--- src/rtl/mem_pkg.sv ---
// mem_pkg: shared FSM state type, default memory window (BASE_DEFAULT, DEPTH_DEFAULT) and the big-endian byte-lane select
package mem_pkg;
  typedef enum logic [1:0] {IDLE, ACCESS, DONE} state_e;
  localparam int unsigned BASE_DEFAULT = 1024;
  localparam int unsigned DEPTH_DEFAULT = 64;
  function automatic logic [7:0] byte_lane(input logic [31:0] w, input logic [1:0] k);
    return w[31-8*k -: 8];
  endfunction
endpackage

--- src/rtl/mem_byte_master_if.sv ---
// mem_byte_master_if: byte bus; master drives byte_req/byte_we/byte_addr/byte_wdata, slave returns byte_rdata/byte_ack
interface mem_byte_master_if;
  logic byte_req;
  logic byte_we;
  logic [31:0] byte_addr;
  logic [7:0] byte_wdata;
  logic [7:0] byte_rdata;
  logic byte_ack;
  modport master(output byte_req, byte_we, byte_addr, byte_wdata, input byte_rdata, byte_ack);
  modport slave(input byte_req, byte_we, byte_addr, byte_wdata, output byte_rdata, byte_ack);
endinterface

--- src/rtl/mem_byte_master_word_assembler.sv ---
// word_assembler: byte shift register (clk, rst, clr, load, byte_i); word_o is the held bytes followed by byte_i
module word_assembler (
  input  logic        clk,
  input  logic        rst,
  input  logic        clr,
  input  logic        load,
  input  logic [7:0]  byte_i,
  output logic [31:0] word_o
);
  logic [23:0] sh_q;
  assign word_o = {sh_q, byte_i};
  always_ff @(posedge clk)
    if (rst || clr) sh_q <= '0;
    else if (load) sh_q <= {sh_q[15:0], byte_i};
endmodule

--- src/rtl/mem_byte_master.sv ---
// mem_byte_master: word MEMread/MEMwrite (address, data) -> four byte transactions on bus; freeze stalls, MEMresult/err report
module mem_byte_master
  import mem_pkg::*;
#(
  parameter int unsigned BASE  = BASE_DEFAULT,
  parameter int unsigned DEPTH = DEPTH_DEFAULT
) (
  input  logic                     clk,
  input  logic                     rst,
  input  logic                     MEMread,
  input  logic                     MEMwrite,
  input  logic [31:0]              address,
  input  logic [31:0]              data,
  output logic [31:0]              MEMresult,
  output logic                     freeze,
  output logic                     err,
  mem_byte_master_if.master        bus
);
  state_e      state_q;
  logic [1:0]  k_q;
  logic [31:0] wdat_q, res_q, baddr_q, off_d, asm_word;
  logic [7:0]  bwd_q;
  logic        err_q, req_q, bwe_q, mem_req, oor, hit;
  assign mem_req = MEMread | MEMwrite;
  assign off_d = (address & ~32'd3) - BASE;
  assign oor = ({1'b0, off_d} + 33'd3) >= 33'(DEPTH);
  assign hit = state_q == ACCESS && bus.byte_ack;
  assign freeze = (state_q == IDLE && mem_req) || state_q == ACCESS;
  assign MEMresult = res_q;
  assign err = err_q;
  assign bus.byte_req = req_q;
  assign bus.byte_we = bwe_q;
  assign bus.byte_addr = baddr_q;
  assign bus.byte_wdata = bwd_q;
  word_assembler u_asm (
    .clk   (clk),
    .rst   (rst),
    .clr   (state_q == IDLE && mem_req),
    .load  (hit && !bwe_q),
    .byte_i(bus.byte_rdata),
    .word_o(asm_word)
  );
  always_ff @(posedge clk)
    if (rst) begin
      state_q <= IDLE;
      k_q     <= '0;
      wdat_q  <= '0;
      res_q   <= '0;
      err_q   <= 1'b0;
      req_q   <= 1'b0;
      bwe_q   <= 1'b0;
      baddr_q <= '0;
      bwd_q   <= '0;
    end else
      unique case (state_q)
        IDLE:
          if (mem_req) begin
            wdat_q  <= data;
            k_q     <= '0;
            state_q <= oor ? DONE : ACCESS;
            err_q   <= oor;
            req_q   <= !oor;
            if (oor && !MEMwrite) res_q <= '0;
            if (!oor) begin
              bwe_q   <= MEMwrite;
              baddr_q <= off_d;
              bwd_q   <= data[31:24];
            end
          end
        ACCESS:
          if (bus.byte_ack) begin
            k_q     <= k_q + 2'd1;
            baddr_q <= baddr_q + 32'd1;
            bwd_q   <= byte_lane(wdat_q, k_q + 2'd1);
            if (k_q == 2'd3) begin
              state_q <= DONE;
              req_q   <= 1'b0;
              if (!bwe_q) res_q <= asm_word;
            end
          end
        DONE: begin
          state_q <= IDLE;
          err_q   <= 1'b0;
        end
        default: state_q <= IDLE;
      endcase
endmodule
--- src/flat_wrapper.sv ---
// flat-port wrapper written by rule: the top's interface ports become plain ports
module mem_byte_master_flat import mem_pkg::*;
#(
  parameter int unsigned BASE  = BASE_DEFAULT,
  parameter int unsigned DEPTH = DEPTH_DEFAULT
)
  (clk, rst, MEMread, MEMwrite, address, data, MEMresult, freeze, err, bus_byte_req, bus_byte_we, bus_byte_addr, bus_byte_wdata, bus_byte_rdata, bus_byte_ack);
  mem_byte_master_if bus_i ();
  input  logic clk;
  input  logic rst;
  input  logic MEMread;
  input  logic MEMwrite;
  input  logic [31:0] address;
  input  logic [31:0] data;
  output logic [31:0] MEMresult;
  output logic freeze;
  output logic err;
  output wire logic [$bits(bus_i.byte_req)-1:0] bus_byte_req;
  output wire logic [$bits(bus_i.byte_we)-1:0] bus_byte_we;
  output wire logic [$bits(bus_i.byte_addr)-1:0] bus_byte_addr;
  output wire logic [$bits(bus_i.byte_wdata)-1:0] bus_byte_wdata;
  input wire logic [$bits(bus_i.byte_rdata)-1:0] bus_byte_rdata;
  input wire logic [$bits(bus_i.byte_ack)-1:0] bus_byte_ack;
  assign bus_byte_req = bus_i.byte_req;
  assign bus_byte_we = bus_i.byte_we;
  assign bus_byte_addr = bus_i.byte_addr;
  assign bus_byte_wdata = bus_i.byte_wdata;
  assign bus_i.byte_rdata = bus_byte_rdata;
  assign bus_i.byte_ack = bus_byte_ack;
  mem_byte_master #(.BASE(BASE), .DEPTH(DEPTH)) u_core (.clk(clk), .rst(rst), .MEMread(MEMread), .MEMwrite(MEMwrite), .address(address), .data(data), .MEMresult(MEMresult), .freeze(freeze), .err(err), .bus(bus_i));
endmodule
--- config.mk ---
export PLATFORM = sky130hd
export DESIGN_NAME = mem_byte_master_flat
export DESIGN_NICKNAME = d
export VERILOG_FILES = /design/src/rtl/mem_pkg.sv /design/src/rtl/mem_byte_master_if.sv /design/src/rtl/mem_byte_master_word_assembler.sv /design/src/rtl/mem_byte_master.sv /design/src/flat_wrapper.sv
export SDC_FILE = /design/constraint.sdc
export NUM_CORES = 1
export LEC_CHECK = 0
export CELL_PAD_IN_SITES_DETAIL_PLACEMENT = 0
export CELL_PAD_IN_SITES_GLOBAL_PLACEMENT = 1
export CORE_UTILIZATION = 35
export DETAILED_ROUTE_END_ITERATION = 10
export HOLD_SLACK_MARGIN = 0.06
export PLACE_DENSITY = 0.85
export SLEW_MARGIN = 0
export SYNTH_ARGS = -nofsm -noshare
export SYNTH_HDL_FRONTEND = slang
export SYNTH_SLANG_ARGS = --single-unit
export TNS_END_PERCENT = 1
--- constraint.sdc ---
create_clock -name clk -period 3.87 [get_ports clk]
set_input_delay 0.774 -clock clk [delete_from_list [all_inputs] [get_ports clk]]
set_output_delay 0.774 -clock clk [all_outputs]
set_load 0.05 [all_outputs]
==> results of run 1 <==
-- cell type report --
| class | instances | area [µm²] |
|---|---|---|
| multi-input combinational | 520 | 3130 |
| sequential | 135 | 2700 |
| inverter | 9 | 33.8 |
| timing repair buffer | 174 | 1690 |
| fill | 1634 | 8330 |
| clock inverter | 13 | 145 |
| tap | 220 | 275 |
| clock buffer | 19 | 453 |
-- state kept, by name, indices dropped and copies added, names as in the netlist --
signal,flops
u_core.MEMresult,32
u_core.bus.byte_addr,32
u_core.bus.byte_req,1
u_core.bus.byte_wdata,8
u_core.bus.byte_we,1
u_core.err,1
u_core.k_q,2
u_core.state_q,2
u_core.u_asm.sh_q,24
u_core.wdat_q,32
-- worst register-to-register path, cell delays in order, from the launching register on --
cell and delay, ns:
dfxtp_1 0.43, ha_1 0.25, nand3_1 0.13, nor2_1 0.45
and3_1 0.37, nand2_1 0.25, nor2_1 0.15, a21oi_1 0.06
o221a_1 0.25
-- cell families (layout without fill, tap and decap cells) --
kind of cell / Yosys count / after routing
AND/OR/NAND/NOR: 294 / 294
AO/OA/AOI/OAI: 194 / 194
flip-flops: 135 / 135
buffers and inverters: 59 / 215
multiplexers: 16 / 16
XOR/XNOR: 13 / 13
adder cells (fa/ha/maj): 3 / 3
-- report_power, final --
part / internal [mW] / switching (mW) / total [mW] / leakage, nW
combinational: 0.126 / 0.135 / 0.261 / 1.61
clock: 0.988 / 0.634 / 1.62 / 0.286
sequential: 1.42 / 0.0128 / 1.43 / 1.09
total: 2.53 / 0.782 / 3.31 / 2.99
-- layer usage --
metal | up-vias | global-route usage | share of wire
li1 | 2905 | - | -
met1 | 2661 | 0.269 | 0.46
met2 | 159 | 0.326 | 0.47
met3 | 16 | 0.0468 | 0.051
met4 | 0 | 0.0663 | 0.014
met5 | - | 0 | 0
-- worst paths after layout --
path              depth (start not counted)                                    end  slack, ns                                  from
setup / recovery                         11  u_core.bus.byte_addr[13]$_SDFFE_PP0P_       0.60                           address[10]
hold / removal                            2         u_core.wdat_q[12]$_SDFFE_PP0P_       0.45        u_core.wdat_q[12]$_SDFFE_PP0P_
setup reg to reg                          8  u_core.bus.byte_addr[22]$_SDFFE_PP0P_       1.42  u_core.bus.byte_addr[0]$_SDFFE_PP0P_
hold reg to reg                           2         u_core.wdat_q[12]$_SDFFE_PP0P_       0.45        u_core.wdat_q[12]$_SDFFE_PP0P_
-- metrics by stage --
stage / hold slack, ns / instance area, µm² / util / setup slack (ns) / total power [mW]
global placement: 0.439 / 7830 / 0.467 / 0.234 / 1.72
floorplan: 0.433 / 6070 / - / 0.848 / 1.58
detailed placement: 0.443 / 7830 / 0.467 / 0.168 / 1.72
global route: 0.476 / 8430 / 0.503 / 0.356 / 3.43
finish: 0.450 / 8430 / 0.503 / 0.605 / 3.31
CTS: 0.452 / 8430 / 0.503 / 0.609 / 3.35
-- Yosys cell counts, types with 3 or more instances --
master,number
and3_1,10
mux4_2,8
nand2_1,147
nor3_1,28
a21oi_1,75
buf_4,6
a31oi_1,13
xor2_1,4
or3_1,4
o31ai_2,7
o21ai_0,14
inv_1,8
nor4_1,6
o21ai_1,5
dfxtp_1,135
buf_2,3
xnor2_1,9
nor2_1,39
nand4_1,16
a211oi_1,12
clkbuf_1,41
a311oi_1,4
ha_1,3
mux2i_1,8
nand3_1,23
o31ai_1,4
a22o_1,32
-- layout by cell type (no fill, tap or decap), types with 4 or more instances in the layout --
| master | instances |
|---|---|
| o21ai_0 | 14 |
| nand2_1 | 147 |
| a31oi_1 | 13 |
| and3_1 | 10 |
| a211oi_1 | 12 |
| or3_1 | 4 |
| nand3_1 | 23 |
| o21ai_1 | 4 |
| mux2i_1 | 8 |
| xnor2_1 | 9 |
| clkbuf_16 | 17 |
| clkdlybuf4s50_1 | 149 |
| xor2_1 | 4 |
| nor4_1 | 5 |
| dfxtp_1 | 135 |
| o31ai_1 | 4 |
| inv_1 | 8 |
| mux4_2 | 8 |
| nand4_1 | 16 |
| o31ai_2 | 7 |
| a22o_1 | 32 |
| a21oi_1 | 75 |
| nor2_1 | 39 |
| a311oi_1 | 4 |
| buf_4 | 23 |
| nor3_1 | 28 |
==> results.sh, run 1 <==
export IMPL_run_status="finished, final reports clean"
export IMPL_first_pass_iters=5
export IMPL_maxSlewViolCount=0
export IMPL_synth_edf_count=0
export IMPL_syn_area_per_cell_um2=8.50
export IMPL_drcViolationCount=0
export IMPL_syn_num_nets=794
export IMPL_cp_num_buf_inv=3
export IMPL_finalCriticalPeriod_ns=3.27
export IMPL_die_x_um=134
export IMPL_p_leak_nw=2.99
export IMPL_ant_nets=0
export IMPL_period_share=0.844
export IMPL_antenna_found_initial=1
export IMPL_die_y_um=134
export IMPL_grt_pass1_vias=5481
export IMPL_cts_repair_resized=0
export IMPL_routed_wl_um=17500
export IMPL_yosysUniqueCellTypes=65
export IMPL_critPathSlowestCell="clkdlybuf4s50_1"
export IMPL_synthFlopType="dfxtp_1"
export IMPL_path_clk_slew_ns=0.06
export IMPL_overflow=0
export IMPL_synth_xor_area_share=0.0188
export IMPL_end_kind="flip-flop"
export IMPL_dp_hpwl_um=11900
export IMPL_grt_pass1_wl_um=28600
export IMPL_path_class="in -> reg"
export IMPL_rsz0062_at_grt="false"
export IMPL_arrival_ns=3.56
export IMPL_hold_viol=0
export IMPL_vias_per_cell=5.27
export IMPL_hp_class="reg -> reg"
export IMPL_cp_top_family="simple AND/OR/NAND/NOR gates"
export IMPL_max_stage_delay_ns=0.49
export IMPL_irDropWorstVdd_v=0.000308
export IMPL_port_buffers=150
export IMPL_fin_tns_setup_ns=0
export IMPL_syn_inst=714
export IMPL_avgRoutedWirePerCell_um=16.0
export IMPL_stdcell_count=1090
export IMPL_clock_sinks=135
export IMPL_timing_fmax_mhz=306
export IMPL_diodes=0
export IMPL_routed_via_count=5741
export IMPL_drtIter0Drc=397
export IMPL_required_ns=4.16
export IMPL_area_growth_synth_to_final_pct=38.9
export IMPL_cts_made_buffers=17
export IMPL_synth_adder_area_share=0.00619
export IMPL_worstMarginPinSlew_ns=0.874
export IMPL_fp_dieArea_um2=17900
export IMPL_critPathLaunchType="input pin"
export IMPL_async_flop_share=0
export IMPL_layout_nets=937
export IMPL_h_tree_depth=4
export IMPL_drive_gt1_frac=0.0954
export IMPL_cts_tree="done"
export IMPL_synth_compound_area_share=0.221
export IMPL_place_congestion=0.850
export IMPL_num_rows=47
export IMPL_synth_top_family_by_area="simple AND/OR/NAND/NOR gates"
export IMPL_grt_max_degree=44
export IMPL_synthSimpleGateAreaFrac=0.225
export IMPL_clk_latency_ns=0.42
export IMPL_num_io_pins=153
export IMPL_synth_cell_area_um2=6070
export IMPL_coreArea_um2=16800
export IMPL_yosysWarnings=0
export IMPL_critPathMaxFanout=7
export IMPL_muxShareOfSynthArea=0.0429
export IMPL_start_util=0.362
export IMPL_yosys_area_top_type="dfxtp_1"
export IMPL_fin_skew_ns=0.00637
export IMPL_placed_cells_incl_taps=1058
export IMPL_max_cap_violations=0
export IMPL_cp_cell_sequence="clkdlybuf4s50_1 > inv_1 > ha_1 > or3b_1 > nor4_4 > a21boi_1 > a2111oi_4 > and3_1 > buf_4 > nor3_1 > a2111oi_0"
export IMPL_cts_root_buf="clkbuf_16"
export IMPL_ys_seq_area_frac=0.445
export IMPL_cts_hold_buf=0
export IMPL_post_cts_buffers=0
export IMPL_netlist_top_cells_area="dfxtp_1 (45%), nand2_1 (9.1%), a21oi_1 (6.2%)"
export IMPL_setup_viol=0
export IMPL_synth_seq_cells=135
export IMPL_cts_buffer_depth=2
export IMPL_yosysTopAreaCellShare=0.445
export IMPL_track_usage=0.203
export IMPL_power_density_nw_per_um2=393
export IMPL_max_slew_margin=0.416
Power figures use the tool's default switching activity.
==> run 2, diff against run 1 <==
--- a/config.mk
+++ b/config.mk
@@ -7,10 +7,10 @@
 export LEC_CHECK = 0
 export CELL_PAD_IN_SITES_DETAIL_PLACEMENT = 0
 export CELL_PAD_IN_SITES_GLOBAL_PLACEMENT = 1
-export CORE_UTILIZATION = 35
+export CORE_UTILIZATION = 33
 export DETAILED_ROUTE_END_ITERATION = 10
 export HOLD_SLACK_MARGIN = 0.06
-export PLACE_DENSITY = 0.85
+export PLACE_DENSITY = 0.84
 export SLEW_MARGIN = 0
 export SYNTH_ARGS = -nofsm -noshare
 export SYNTH_HDL_FRONTEND = slang
==> constraint.sdc (replaced) <==
create_clock -name clk -period 2.7 [get_ports clk]
set_input_delay 0.54 -clock clk [delete_from_list [all_inputs] [get_ports clk]]
set_output_delay 0.54 -clock clk [all_outputs]
set_load 0.05 [all_outputs]
==> run 2 against run 1 <==
Against the previous run: sequential cell count is the same; die area grew 6.0%; first-iteration DRC count grew 30%; critical path depth shrank 1; core utilization shrank 0.62 points; sequential power grew 43%; largest power group unchanged.
==> results.sh, run 2 (same netlist as run 1, synthesis figures left out) <==
export IMPL_path_clk_slew_ns=0.06
export IMPL_arrival_ns=2.95
export IMPL_clock_sinks=135
export IMPL_place_congestion=0.867
export IMPL_period_share=0.961
export IMPL_p_leak_nw=3.30
export IMPL_path_common_cell="buf_4"
export IMPL_cp_num_buf_inv=3
export IMPL_max_cap_violations=0
export IMPL_coreArea_um2=18000
export IMPL_cp_top_family="simple AND/OR/NAND/NOR gates"
export IMPL_min_to="u_core.wdat_q[11]$_SDFFE_PP0P_"
export IMPL_holdCritStartpoint="u_core.wdat_q[11]$_SDFFE_PP0P_"
export IMPL_routed_via_count=5978
export IMPL_cts_tree="done"
export IMPL_required_ns=3.06
export IMPL_path_class="in -> reg"
export IMPL_die_x_um=138
export IMPL_critPathMaxFanout=3
export IMPL_timing_fmax_mhz=385
export IMPL_cp_cell_sequence="dlygate4sd2_1 > or3_4 > nor4_4 > buf_4 > nor3b_4 > a2111oi_4 > and3_4 > nor2_1 > buf_4 > o221a_1"
export IMPL_routed_wl_met2_um=8290
export IMPL_r2r_slack_ns=0.50
export IMPL_grt_pass1_vias=5518
export IMPL_finalPower_mw=5.09
export IMPL_final_cell_mix="nand2_1 (147), clkdlybuf4s50_1 (137), dfxtp_1 (135)"
export IMPL_cts_buffer_depth=2
export IMPL_num_rows=49
export IMPL_fillers=1680
export IMPL_num_io_pins=153
export IMPL_drive_gt1_frac=0.160
export IMPL_min_path_cells=2
export IMPL_routed_wl_um=18600
export IMPL_diodes=0
export IMPL_finalCriticalPeriod_ns=2.60
export IMPL_max_slew_margin=0.604
export IMPL_critPathSlowestCell="or3_4"
export IMPL_top_layer="met4"
export IMPL_vias_per_cell=5.21
export IMPL_power_density_nw_per_um2=571
export IMPL_final_core_utilization=0.497
export IMPL_irDropWorstVdd_v=0.000456
export IMPL_die_y_um=138
export IMPL_start_util=0.338
export IMPL_port_buffers=150
export IMPL_area_growth_synth_to_final_pct=47.1
export IMPL_grt_pass1_wl_um=29300
export IMPL_track_usage=0.200
export IMPL_ant_nets=0
export IMPL_maxSlewViolCount=0
export IMPL_clk_latency_ns=0.42
export IMPL_r2r_end="u_core.bus.byte_addr[22]$_SDFFE_PP0P_"
export IMPL_m1WireLength_um=8760
export IMPL_antenna_found_initial=0
export IMPL_fin_tns_setup_ns=0
export IMPL_drtIter0Drc=516
export IMPL_cts_hold_buf=0
export IMPL_fin_skew_ns=0.0108
export IMPL_dp_hpwl_um=12900
export IMPL_hp_class="reg -> reg"
export IMPL_overflow=0
export IMPL_layout_commonest_cell="nand2_1"
export IMPL_critPathLaunchType="input pin"
export IMPL_rsz0062_at_grt="true"
export IMPL_end_kind="flip-flop"
export IMPL_first_pass_iters=5
export IMPL_cts_root_buf="clkbuf_16"
export IMPL_fp_dieArea_um2=18900
export IMPL_layout_nets=985
export IMPL_h_tree_depth=4
export IMPL_grt_max_degree=52
export IMPL_setup_viol=0
export IMPL_hold_viol=0
export IMPL_worstMarginPinSlew_ns=0.592
export IMPL_max_stage_delay_ns=0.41
export IMPL_run_status="finished, final reports clean"
export IMPL_cts_made_buffers=17
export IMPL_r2r_cells=8
export IMPL_r2r_start="u_core.bus.byte_addr[0]$_SDFFE_PP0P_"
export IMPL_wl_met3_um=1350
export IMPL_drcViolationCount=0
export IMPL_avgRoutedWirePerCell_um=16.2
==> run 2: final cells by class <==
type                       instances  area, µm²  area share
tap                              229        287      0.0321
multi-input combinational        520       3190       0.358
clock inverter                    13        226      0.0254
timing repair buffer             222       2040       0.229
clock buffer                      19        443      0.0496
sequential                       135       2700       0.303
inverter                           9       33.8     0.00379
==> run 2: timing repair <==
action,CTS,global route
endpoints found under the setup margin,69,67
endpoints found under the hold margin,0,0
buffers inserted,6,0
pin swaps,9,4
gates resized for setup,28,6
==> run 2: stage by stage <==
step	setup WS [ns]	hold WS, ns	instance area [µm²]	std cells
floorplan	0.00305	0.433	6110	714
global placement	-0.606	0.439	8220	1110
detailed placement	-0.718	0.445	8220	1110
CTS	0.00236	0.453	8900	1147
global route	-0.0212	0.473	8920	1147
finish	0.105	0.449	8920	1147
==> run 2: worst reg2reg max path, cell delays in order (launching register included) <==
cell and delay [ns]:
dfxtp_1 0.44, ha_1 0.25, nand3_1 0.12, nor2_1 0.20, and3_1 0.32, nand2_1 0.26, nor2_1 0.15, a21oi_1 0.07
o221a_1 0.26
==> run 2: report_power, final <==
part           internal [mW]  switching (mW)
sequential              2.03          0.0187
clock                   1.75           0.877
combinational          0.208           0.209
total                   3.99            1.10
==> run 2: how the worst max path moves through the flow <==
stage | startpoint | endpoint | slack (ns) | cells past startpoint
global placement | address[11] | u_core.bus.byte_addr[0]$_SDFFE_PP0P_ | -0.61 | 11
CTS | address[20] | u_core.bus.byte_addr[13]$_SDFFE_PP0P_ | 0.002 | 9
finish | address[15] | u_core.bus.byte_addr[22]$_SDFFE_PP0P_ | 0.10 | 10
detailed placement | address[11] | u_core.bus.byte_addr[13]$_SDFFE_PP0P_ | -0.72 | 11
global route | address[20] | u_core.bus.byte_addr[11]$_SDFFE_PP0P_ | -0.02 | 11
floorplan | address[11] | u_core.bus.byte_addr[0]$_SDFFE_PP0P_ | 0.003 | 11
==> run 2: layer usage <==
layer,GRT usage,up-vias
met5,0,-
met1,0.283,2788
li1,-,2981
met4,0.0678,0
met2,0.296,196
met3,0.0478,13
==> run 3, diff against run 2 <==
--- a/config.mk
+++ b/config.mk
@@ -7,12 +7,13 @@
 export LEC_CHECK = 0
 export CELL_PAD_IN_SITES_DETAIL_PLACEMENT = 0
 export CELL_PAD_IN_SITES_GLOBAL_PLACEMENT = 1
-export CORE_UTILIZATION = 33
+export CORE_UTILIZATION = 34
 export DETAILED_ROUTE_END_ITERATION = 10
 export HOLD_SLACK_MARGIN = 0.06
 export PLACE_DENSITY = 0.84
 export SLEW_MARGIN = 0
 export SYNTH_ARGS = -nofsm -noshare
 export SYNTH_HDL_FRONTEND = slang
+export SYNTH_HIERARCHICAL = 1
 export SYNTH_SLANG_ARGS = --single-unit
 export TNS_END_PERCENT = 1
==> run 3 against run 2 <==
Against the previous run: the flow now finishes with violations (negative setup slack); sequential cell count did not move; worst setup slack got worse by 0.22 ns; final area rose by 3.9%; highest routed layer unchanged; largest cell class unchanged; core utilization rose by 1.1 points; critical endpoint is now u_core/bus.byte_addr[5]$_SDFFE_PP0P_; via count rose by 1.6%; critical path depth rose by 1.
==> results.sh, run 3 <==
export IMPL_routed_via_count=6071
export IMPL_grt_pass1_vias=5840
export IMPL_area_growth_synth_to_final_pct=44.0
export IMPL_synth_most_common_cell="dfxtp_1"
export IMPL_synth_seq_cells=135
export IMPL_num_rows=49
export IMPL_max_cap_violations=0
export IMPL_cp_top_family="simple AND/OR/NAND/NOR gates"
export IMPL_start_util=0.352
export IMPL_required_ns=3.06
export IMPL_yosysTopAreaCellShare=0.420
export IMPL_syn_inst=719
export IMPL_violations="negative setup slack"
export IMPL_fp_dieArea_um2=19500
export IMPL_die_x_um=140
export IMPL_track_usage=0.200
export IMPL_power_density_nw_per_um2=518
export IMPL_netlist_top_cells_area="dfxtp_1 (42%), nand2_1 (6.8%), mux2i_1 (6.5%)"
export IMPL_yosysWarnings=6
export IMPL_end_kind="flip-flop"
export IMPL_cts_made_buffers=17
export IMPL_ant_nets=0
export IMPL_yosysUniqueCellTypes=61
export IMPL_diodes=0
export IMPL_syn_area_per_cell_um2=8.95
export IMPL_die_y_um=140
export IMPL_syn_num_nets=799
export IMPL_fin_skew_ns=0.00924
export IMPL_timing_fmax_mhz=355
export IMPL_yosys_area_top_type="dfxtp_1"
export IMPL_overflow=0
export IMPL_hp_class="reg -> reg"
export IMPL_fin_tns_setup_ns=-2.32
export IMPL_dp_hpwl_um=13200
export IMPL_path_clk_slew_ns=0.06
export IMPL_worstMarginPinSlew_ns=0.558
export IMPL_layout_nets=990
export IMPL_h_tree_depth=4
export IMPL_clk_latency_ns=0.42
export IMPL_layout_commonest_cell="dfxtp_1"
export IMPL_ys_seq_area_frac=0.420
export IMPL_path_common_cell="buf_6"
export IMPL_final_cell_mix="dfxtp_1 (135), clkdlybuf4s50_1 (134), nand2_1 (116)"
export IMPL_drcViolationCount=0
export IMPL_maxSlewViolCount=0
export IMPL_finalPower_mw=4.80
export IMPL_vias_per_cell=5.27
export IMPL_antenna_found_initial=0
export IMPL_cts_tree="done"
export IMPL_finalCriticalPeriod_ns=2.82
export IMPL_worst_slack_ns=-0.115
export IMPL_cp_num_buf_inv=3
export IMPL_critPathSlowestCell="or4_4"
export IMPL_coreArea_um2=18300
export IMPL_clock_sinks=135
export IMPL_cts_buffer_depth=2
export IMPL_synth_edf_count=0
export IMPL_cts_root_buf="clkbuf_16"
export IMPL_critPathLaunchType="input pin"
export IMPL_max_stage_delay_ns=0.54
export IMPL_final_core_utilization=0.507
export IMPL_grt_pass1_wl_um=30700
export IMPL_period_share=1.04
export IMPL_first_pass_iters=5
export IMPL_async_flop_share=0
export IMPL_place_congestion=0.843
export IMPL_max_slew_margin=0.627
export IMPL_num_io_pins=153
export IMPL_critPathMaxFanout=5
export IMPL_irDropWorstVdd_v=0.000441
export IMPL_synth_common_cells="dfxtp_1 (135), nand2_1 (116), nor2_1 (63), a21oi_1 (55), mux2i_1 (42)"
export IMPL_grt_max_degree=36
export IMPL_p_leak_nw=3.32
export IMPL_cts_hold_buf=0
export IMPL_run_status="complete, but fails checks"
export IMPL_synthFlopType="dfxtp_1"
export IMPL_drtIter0Drc=359
export IMPL_fillers=1727
export IMPL_arrival_ns=3.17
export IMPL_hold_viol=0
export IMPL_synth_cell_area_um2=6440
export IMPL_routed_wl_um=19000
export IMPL_cp_cell_sequence="buf_6 > or4_4 > buf_6 > nor4_4 > nand4_1 > a221oi_2 > and4_4 > a21o_4 > buf_12 > mux2_4 > o21ai_2"
export IMPL_avgRoutedWirePerCell_um=16.5
export IMPL_pre_cts_ws_ns=-0.935
export IMPL_port_buffers=150
export IMPL_setup_viol=55
export IMPL_rsz0062_at_grt="true"
export IMPL_path_class="in -> reg"
export IMPL_drive_gt1_frac=0.197
run 3: changes by cell type after synthesis, moves of 9 or more:
cell,before,now
mux2i_1,8,42
nand2_1,147,116
nor2_1,39,63
a21oi_1,75,55
nor3_1,28,11
buf_6,0,12
a211oi_1,12,1
a211oi_2,0,10
nand3_1,23,33
nand4_1,16,7
run 3: cell type report:
cell class | count | area (µm²) | share of cell area
Tap cell | 229 | 287 | 0.0309
Timing Repair Buffer | 233 | 2210 | 0.238
Clock buffer | 19 | 453 | 0.0489
Inverter | 6 | 22.5 | 0.00243
Multi-Input combinational cell | 517 | 3450 | 0.373
Clock inverter | 13 | 143 | 0.0154
Sequential cell | 135 | 2700 | 0.292
run 3: metrics by stage:
| step | instance area, µm² | instances | hold slack, ns |
|---|---|---|---|
| 6_report | 9270 | 1152 | 0.450 |
| 5_1_grt | 9270 | 1152 | 0.480 |
| 4_1_cts | 9240 | 1152 | 0.453 |
| 3_5_place_dp | 8470 | 1110 | 0.445 |
| 3_3_place_gp | 8470 | 1110 | 0.439 |
| 2_1_floorplan | 6450 | 719 | 0.433 |
run 3: power breakdown:
group          switching [mW]  internal [mW]
combinational           0.208          0.209
clock                   0.922           1.42
sequential             0.0191           2.03
run 3: cells by family (layout without fill, tap and decap cells):
group	count (synthesis)	after routing	synth area share
simple gates	279	279	0.209
compound gates	173	173	0.193
flops	135	135	0.420
buf+inv	67	271	0.0610
mux	53	53	0.0991
xor+xnor	9	9	0.0122
fa+ha+maj	3	3	0.00583
run 3: final timing paths:
path	startpoint	to	slack, ns	cells after the start
max	address[19]	u_core/bus.byte_addr[5]$_SDFFE_PP0P_	-0.12	11
min reg2reg	u_core/wdat_q[7]$_SDFFE_PP0P_	u_core/wdat_q[7]$_SDFFE_PP0P_	0.45	2
min	u_core/wdat_q[7]$_SDFFE_PP0P_	u_core/wdat_q[7]$_SDFFE_PP0P_	0.45	2
max reg2reg	u_core/bus.byte_addr[0]$_SDFFE_PP0P_	u_core/bus.byte_addr[26]$_SDFFE_PP0P_	0.12	9
run 3: worst reg2reg max path, cell delays in order, from the launching register on:
cell,delay (ns)
dfxtp_1,0.44
ha_1,0.27
nand4_1,0.20
nor4bb_4,0.37
and2_1,0.21
nand3_1,0.17
nor2_1,0.21
nand3_1,0.11
mux2_2,0.30
a32o_1,0.21
run 3: layer usage:
layer	GRT usage	up-vias	part of all wire
met3	0.0496	8	0.060
met2	0.323	177	0.48
met4	0.0515	0	0.0077
li1	-	2977	-
met5	0	-	0
met1	0.267	2909	0.46
run 3: what timing repair did:
action                     in CTS  in global routing
cloned                          2                  0
setup endpoints to repair      77                 71
setup buffers                   8                  0
resized for setup              52                 11
pin swaps                      18                 20
==> RTL change 1, RTL diff (flow settings as in run 1) <==
Put one more register stage on the output `err`, with the module's reset. The value now appears one clock later. The other outputs are not delayed to match.
--- a/src/rtl/mem_byte_master.sv
+++ b/src/rtl/mem_byte_master.sv
@@ -28,5 +28,11 @@
   assign freeze = (state_q == IDLE && mem_req) || state_q == ACCESS;
   assign MEMresult = res_q;
-  assign err = err_q;
+  always_ff @(posedge clk) begin
+      if (rst) begin
+          err <= '0;
+      end else begin
+          err <= err_q;
+      end
+  end
   assign bus.byte_req = req_q;
   assign bus.byte_we = bwe_q;
Check against the original RTL: not equivalent (a bounded check fails within 4 cycles, from zero or initial values and one cycle with rst high).
==> RTL change 1 against run 1 <==
Fmax down 8.2%. Power is 0.98% lower. First-iteration DRC count increased by 45%. Worst hold slack better by 3.0 ps. Design area rose by 8.3%. Wire length grew 15%. Clock skew rose by 9.0 ps. Clock power is 7% lower. Area after synthesis rose by 10%. Worst setup slack lost 290 ps. Sequential cell count increased by 1. Non-clock buffer count up 14. Largest cell class unchanged.
==> RTL change 1: results (changes against run 1) <==
Power and ir drop
The power share of the combinational group is 0.101 (+0.022). The switching component of the power is 0.000809 W (+3.5%). The static leakage is 3.01 nW (+0.44%). The worst ir drop on vdd is 0.000275 V (-11%).

The sum of internal, switching and leakage power is 0.00328 W (-0.98%).

Detailed routing
The initial detailed-routing violation count is 576 (+45%). The vias after detailed routing came to 6730 (+17%). The detailed-route wire length per cell is 16.6 um (+3.6%).

Synth
The area fraction in compound gates after synthesis is 0.258 (+0.0369). The post-synthesis cell type count is 76 (+17%). The adder and majority gate portion of the synthesized area came to 0.00560 (-0.000585). The area share of xor/xnor cells in the synthesized design is 0.0183 (-0.000469). The sequential-to-total area share from yosys stat is 0.406 (-0.0392). The mean instance size in the synthesized netlist came to 8.15 um^2 (-4.1%). The multiplexer area fraction after synthesis is 0.0403 (-0.00257). The post-synthesis net count is 902 (+14%). Sorting the synthesized cells by area gives the leading types as sky130_fd_sc_hd__dfxtp_1 41%, sky130_fd_sc_hd__a21oi_1 10%, sky130_fd_sc_hd__nand2_1 8.0%, sky130_fd_sc_hd__a211oi_1 4.0%, sky130_fd_sc_hd__clkbuf_1 2.7%.

Layout
The ratio of cells with drive above 1 in the final layout is 0.113 (+0.0181). The total of fill cells in the finished design is 1825 (+12%). The layout net count came to 1046 (+12%).

STA
The worst-case clock skew is 15.4 ps (+9.00 ps).

Place
The final weighted congestion of routability-driven global placement is 0.891 (+4.8%). The cell count after placement was 1181 (+12%). The total cell area at the placement stage is 8580 um^2 (+9.6%).

The total half-perimeter wirelength after legalization and detailed placement is 13600 um (+15%). The worst setup timing slack at the placement stage was -99.3 ps (-267 ps).

Global route
The pin count of the biggest net entering global routing was 96 (+120%). The number of global-route vias before repair was 6243 (+14%). The global routing usage summed across all routing layers came to 0.210 (+0.00650). The global-route wire length before repair came to 32800 um (+15%).

Run status
The run finished with clean final reports.

Worst setup path
The biggest fanout along the worst timing path is 16 (+9). The critical path arrival is 3810 ps (+250 ps).
-- RTL change 1: cell type report --
type | instances | area [um^2] | share of cell area
inverter | 16 | 60.1 | 0.00658
clock buffer | 19 | 443 | 0.0485
clock inverter | 12 | 103 | 0.0112
multi-input combinational | 607 | 3680 | 0.404
tap | 234 | 293 | 0.0321
sequential | 136 | 2720 | 0.298
timing repair buffer | 188 | 1820 | 0.200
-- RTL change 1: layer usage --
layer  global-route usage  routed length, um
met4               0.0723                350
met1                0.277               9260
met5                    0                  0
met2                0.336               9330
met3               0.0475               1190
-- RTL change 1: worst paths after layout --
path	from	endpoint	slack, ps	cells past startpoint
worst min register to register	u_core.wdat_q[1]	u_core.wdat_q[1]	450	2
worst min-delay path	u_core.wdat_q[1]	u_core.wdat_q[1]	450	2
worst max register to register	u_core.bus.byte_addr[0]	u_core.bus.byte_addr[30]	1560	7
worst max-delay path	address[10]	u_core.bus.byte_addr[9]	310	11
==> RTL change 2, RTL diff (flow settings as in run 1) <==
Without the edit above. Make the reset (`rst`) asynchronous in one clocked block.
--- a/src/rtl/mem_byte_master.sv
+++ b/src/rtl/mem_byte_master.sv
@@ -41,5 +41,5 @@
     .word_o(asm_word)
   );
-  always_ff @(posedge clk)
+  always_ff @(posedge clk or posedge rst)
     if (rst) begin
       state_q <= IDLE;
Function: differs if rst is asserted again (counterexample within 4 cycles, from zero or initial values and one cycle with rst high); with rst held inactive, the same outputs for 4 cycles.
==> RTL change 2 against run 1 <==
Area after synthesis increased by 13%. Wire length increased by 16%. Die area increased by 13%. Power increased by 3.5%. Cell count increased by 8.6%. Combinational power increased by 44%. Worst hold slack improved by 6.2 ps. Utilization decreased by 1.2 points. Sequential share of layout area increased by 2.9 points. Design area increased by 10%. Non-clock buffer count increased by 8. Worst setup slack got worse by 120 ps. Sequential cell count unchanged. Clock skew increased by 2.4 ps. Critical path type unchanged.
==> RTL change 2: results (changes against run 1) <==
Layout
The total of fill cells in the finished design is 1774 (+8.6%). The ratio of cells with drive above 1 in the final layout was 0.106 (+0.0107). The layout net count was 991 (+5.8%).

Synth
The cell type with the largest total area after synthesis is sky130_fd_sc_hd__dfrtp_1. The number of warnings issued by yosys came to 0 (unchanged). Sorting the synthesized cells by area gives the leading types as sky130_fd_sc_hd__dfrtp_1 40%, sky130_fd_sc_hd__nand2_1 11%, sky130_fd_sc_hd__dfxtp_1 7.0%, sky130_fd_sc_hd__a22o_1 4.2%, sky130_fd_sc_hd__a21oi_1 3.2%.

The area share of xor/xnor cells in the synthesized design is 0.0166 (-0.00219). Counting instances in the post-synthesis netlist gives the leading cell types as 202 x sky130_fd_sc_hd__nand2_1, 111 x sky130_fd_sc_hd__dfrtp_1, 44 x sky130_fd_sc_hd__a21oi_1, 42 x sky130_fd_sc_hd__clkbuf_1, 36 x sky130_fd_sc_hd__nor2_1. The post-synthesis cell type count was 69 (+6.2%). The multiplexer area fraction after synthesis is 0.0393 (-0.00354). The adder and majority gate portion of the synthesized area is 0.00546 (-0.000721). The post-synthesis net count is 844 (+6.3%). The area fraction in compound gates after synthesis is 0.192 (-0.0292). The async set-reset flop share out of synthesis was 0.822 (+0.822).

The sequential-to-total area share from yosys stat came to 0.474 (+0.0290).

Power and ir drop
The sum of internal, switching and leakage power is 0.00343 W (+3.5%). The static leakage is 3.84 nW (+28%).

STA
The worst hold margin is 456 ps (+6.20 ps). The worst-case clock skew is 8.76 ps (+2.39 ps). The transition time at the pin with the least slew margin is 964 ps (+89.8 ps).

Run status
The run finished with clean final reports.

Worst setup path
The biggest fanout along the worst timing path is 8 (+1). The setup slack on the worst flop-to-flop path is 1130 ps (-290 ps). The critical path arrival is 3670 ps (+110 ps). The reg-to-reg critical path startpoint is u_core.bus.byte_addr[2]. The worst setup path startpoint is address[19].

Detailed routing
The total wire length after detailed routing is 20300 um (+16%). The initial detailed-routing violation count is 488 (+23%).

Global route
The pin count of the biggest net entering global routing is 52 (+18%). The global routing usage summed across all routing layers is 0.209 (+0.00616). The number of antenna violations at the first check in global routing is 0 (-1).

The global-route wire length before repair is 32800 um (+15%). The number of global-route vias before repair is 6025 (+9.9%).

Hold path
The startpoint of the lowest-slack hold path is u_core.u_asm.sh_q[20]. The path class of the lowest-slack min-delay path is flip-flop to flip-flop.

Place
The final weighted congestion of routability-driven global placement is 0.913 (+7.4%).
-- RTL change 2: power breakdown --
| part | leakage (nW) | switching (W) | internal (W) |
|---|---|---|---|
| combinational | 1.93 | 0.000209 | 0.000166 |
| clock | 0.265 | 0.000634 | 0.000917 |
| sequential | 1.64 | 0.0000323 | 0.00147 |
| total | 3.84 | 0.000875 | 0.00255 |
-- RTL change 2: logic make-up (layout without fill, tap and decap cells) --
group | Yosys count | count (layout)
xor gates and xnor gates | 13 | 13
adders and majority gates | 3 | 3
muxes | 16 | 16
buffers and inverters | 66 | 226
and+or+nand+nor | 346 | 346
AOI/OAI and AO/OA | 185 | 185
DFF | 135 | 135
-- RTL change 2: final cells by class --
| class | instances | area [um^2] | area share |
|---|---|---|---|
| multi-input cells | 563 | 3350 | 0.360 |
| well taps | 260 | 325 | 0.0349 |
| clock inverters | 11 | 101 | 0.0109 |
| clock buffers | 21 | 460 | 0.0495 |
| repair buffers | 182 | 1770 | 0.190 |
| flip-flops and latches | 135 | 3260 | 0.350 |
| inverters | 12 | 48.8 | 0.00524 |
-- RTL change 2: through the flow --
step | area (um^2) | setup slack, ps | std cells
finish | 9310 | 485 | 1184
global route | 9310 | 328 | 1184
CTS | 9310 | 517 | 1184
detailed placement | 8750 | 89.9 | 1152
global placement | 8750 | 108 | 1152
floorplan | 6870 | 594 | 764
-- RTL change 2: per-layer routing --
| metal | global-route usage | vias to the layer above | share of wire |
|---|---|---|---|
| met2 | 0.325 | 262 | 0.47 |
| met4 | 0.0606 | 0 | 0.013 |
| met1 | 0.295 | 3046 | 0.45 |
| met5 | 0 | - | 0 |
| li1 | - | 3054 | - |
| met3 | 0.0417 | 22 | 0.062 |
-- RTL change 2: worst paths after layout --
path                       cells past startpoint                       end
max in group asynchronous                      3  u_core.bus.byte_addr[27]
max                                            8   u_core.bus.byte_addr[8]
min                                            2     u_core.u_asm.sh_q[20]
min reg2reg                                    2     u_core.u_asm.sh_q[20]
max reg2reg                                    5  u_core.bus.byte_addr[25]
min in group asynchronous                      2       u_core.MEMresult[9]
-- RTL change 2: critical path, cell delays in order --
cell and delay [ps]:
sky130_fd_sc_hd__clkdlybuf4s50_1 460, sky130_fd_sc_hd__or4_1 550, sky130_fd_sc_hd__or4_4 450, sky130_fd_sc_hd__a2111oi_4 360, sky130_fd_sc_hd__nand4_4 220, sky130_fd_sc_hd__buf_4 250, sky130_fd_sc_hd__a2111oi_0 440, sky130_fd_sc_hd__o32ai_1 160
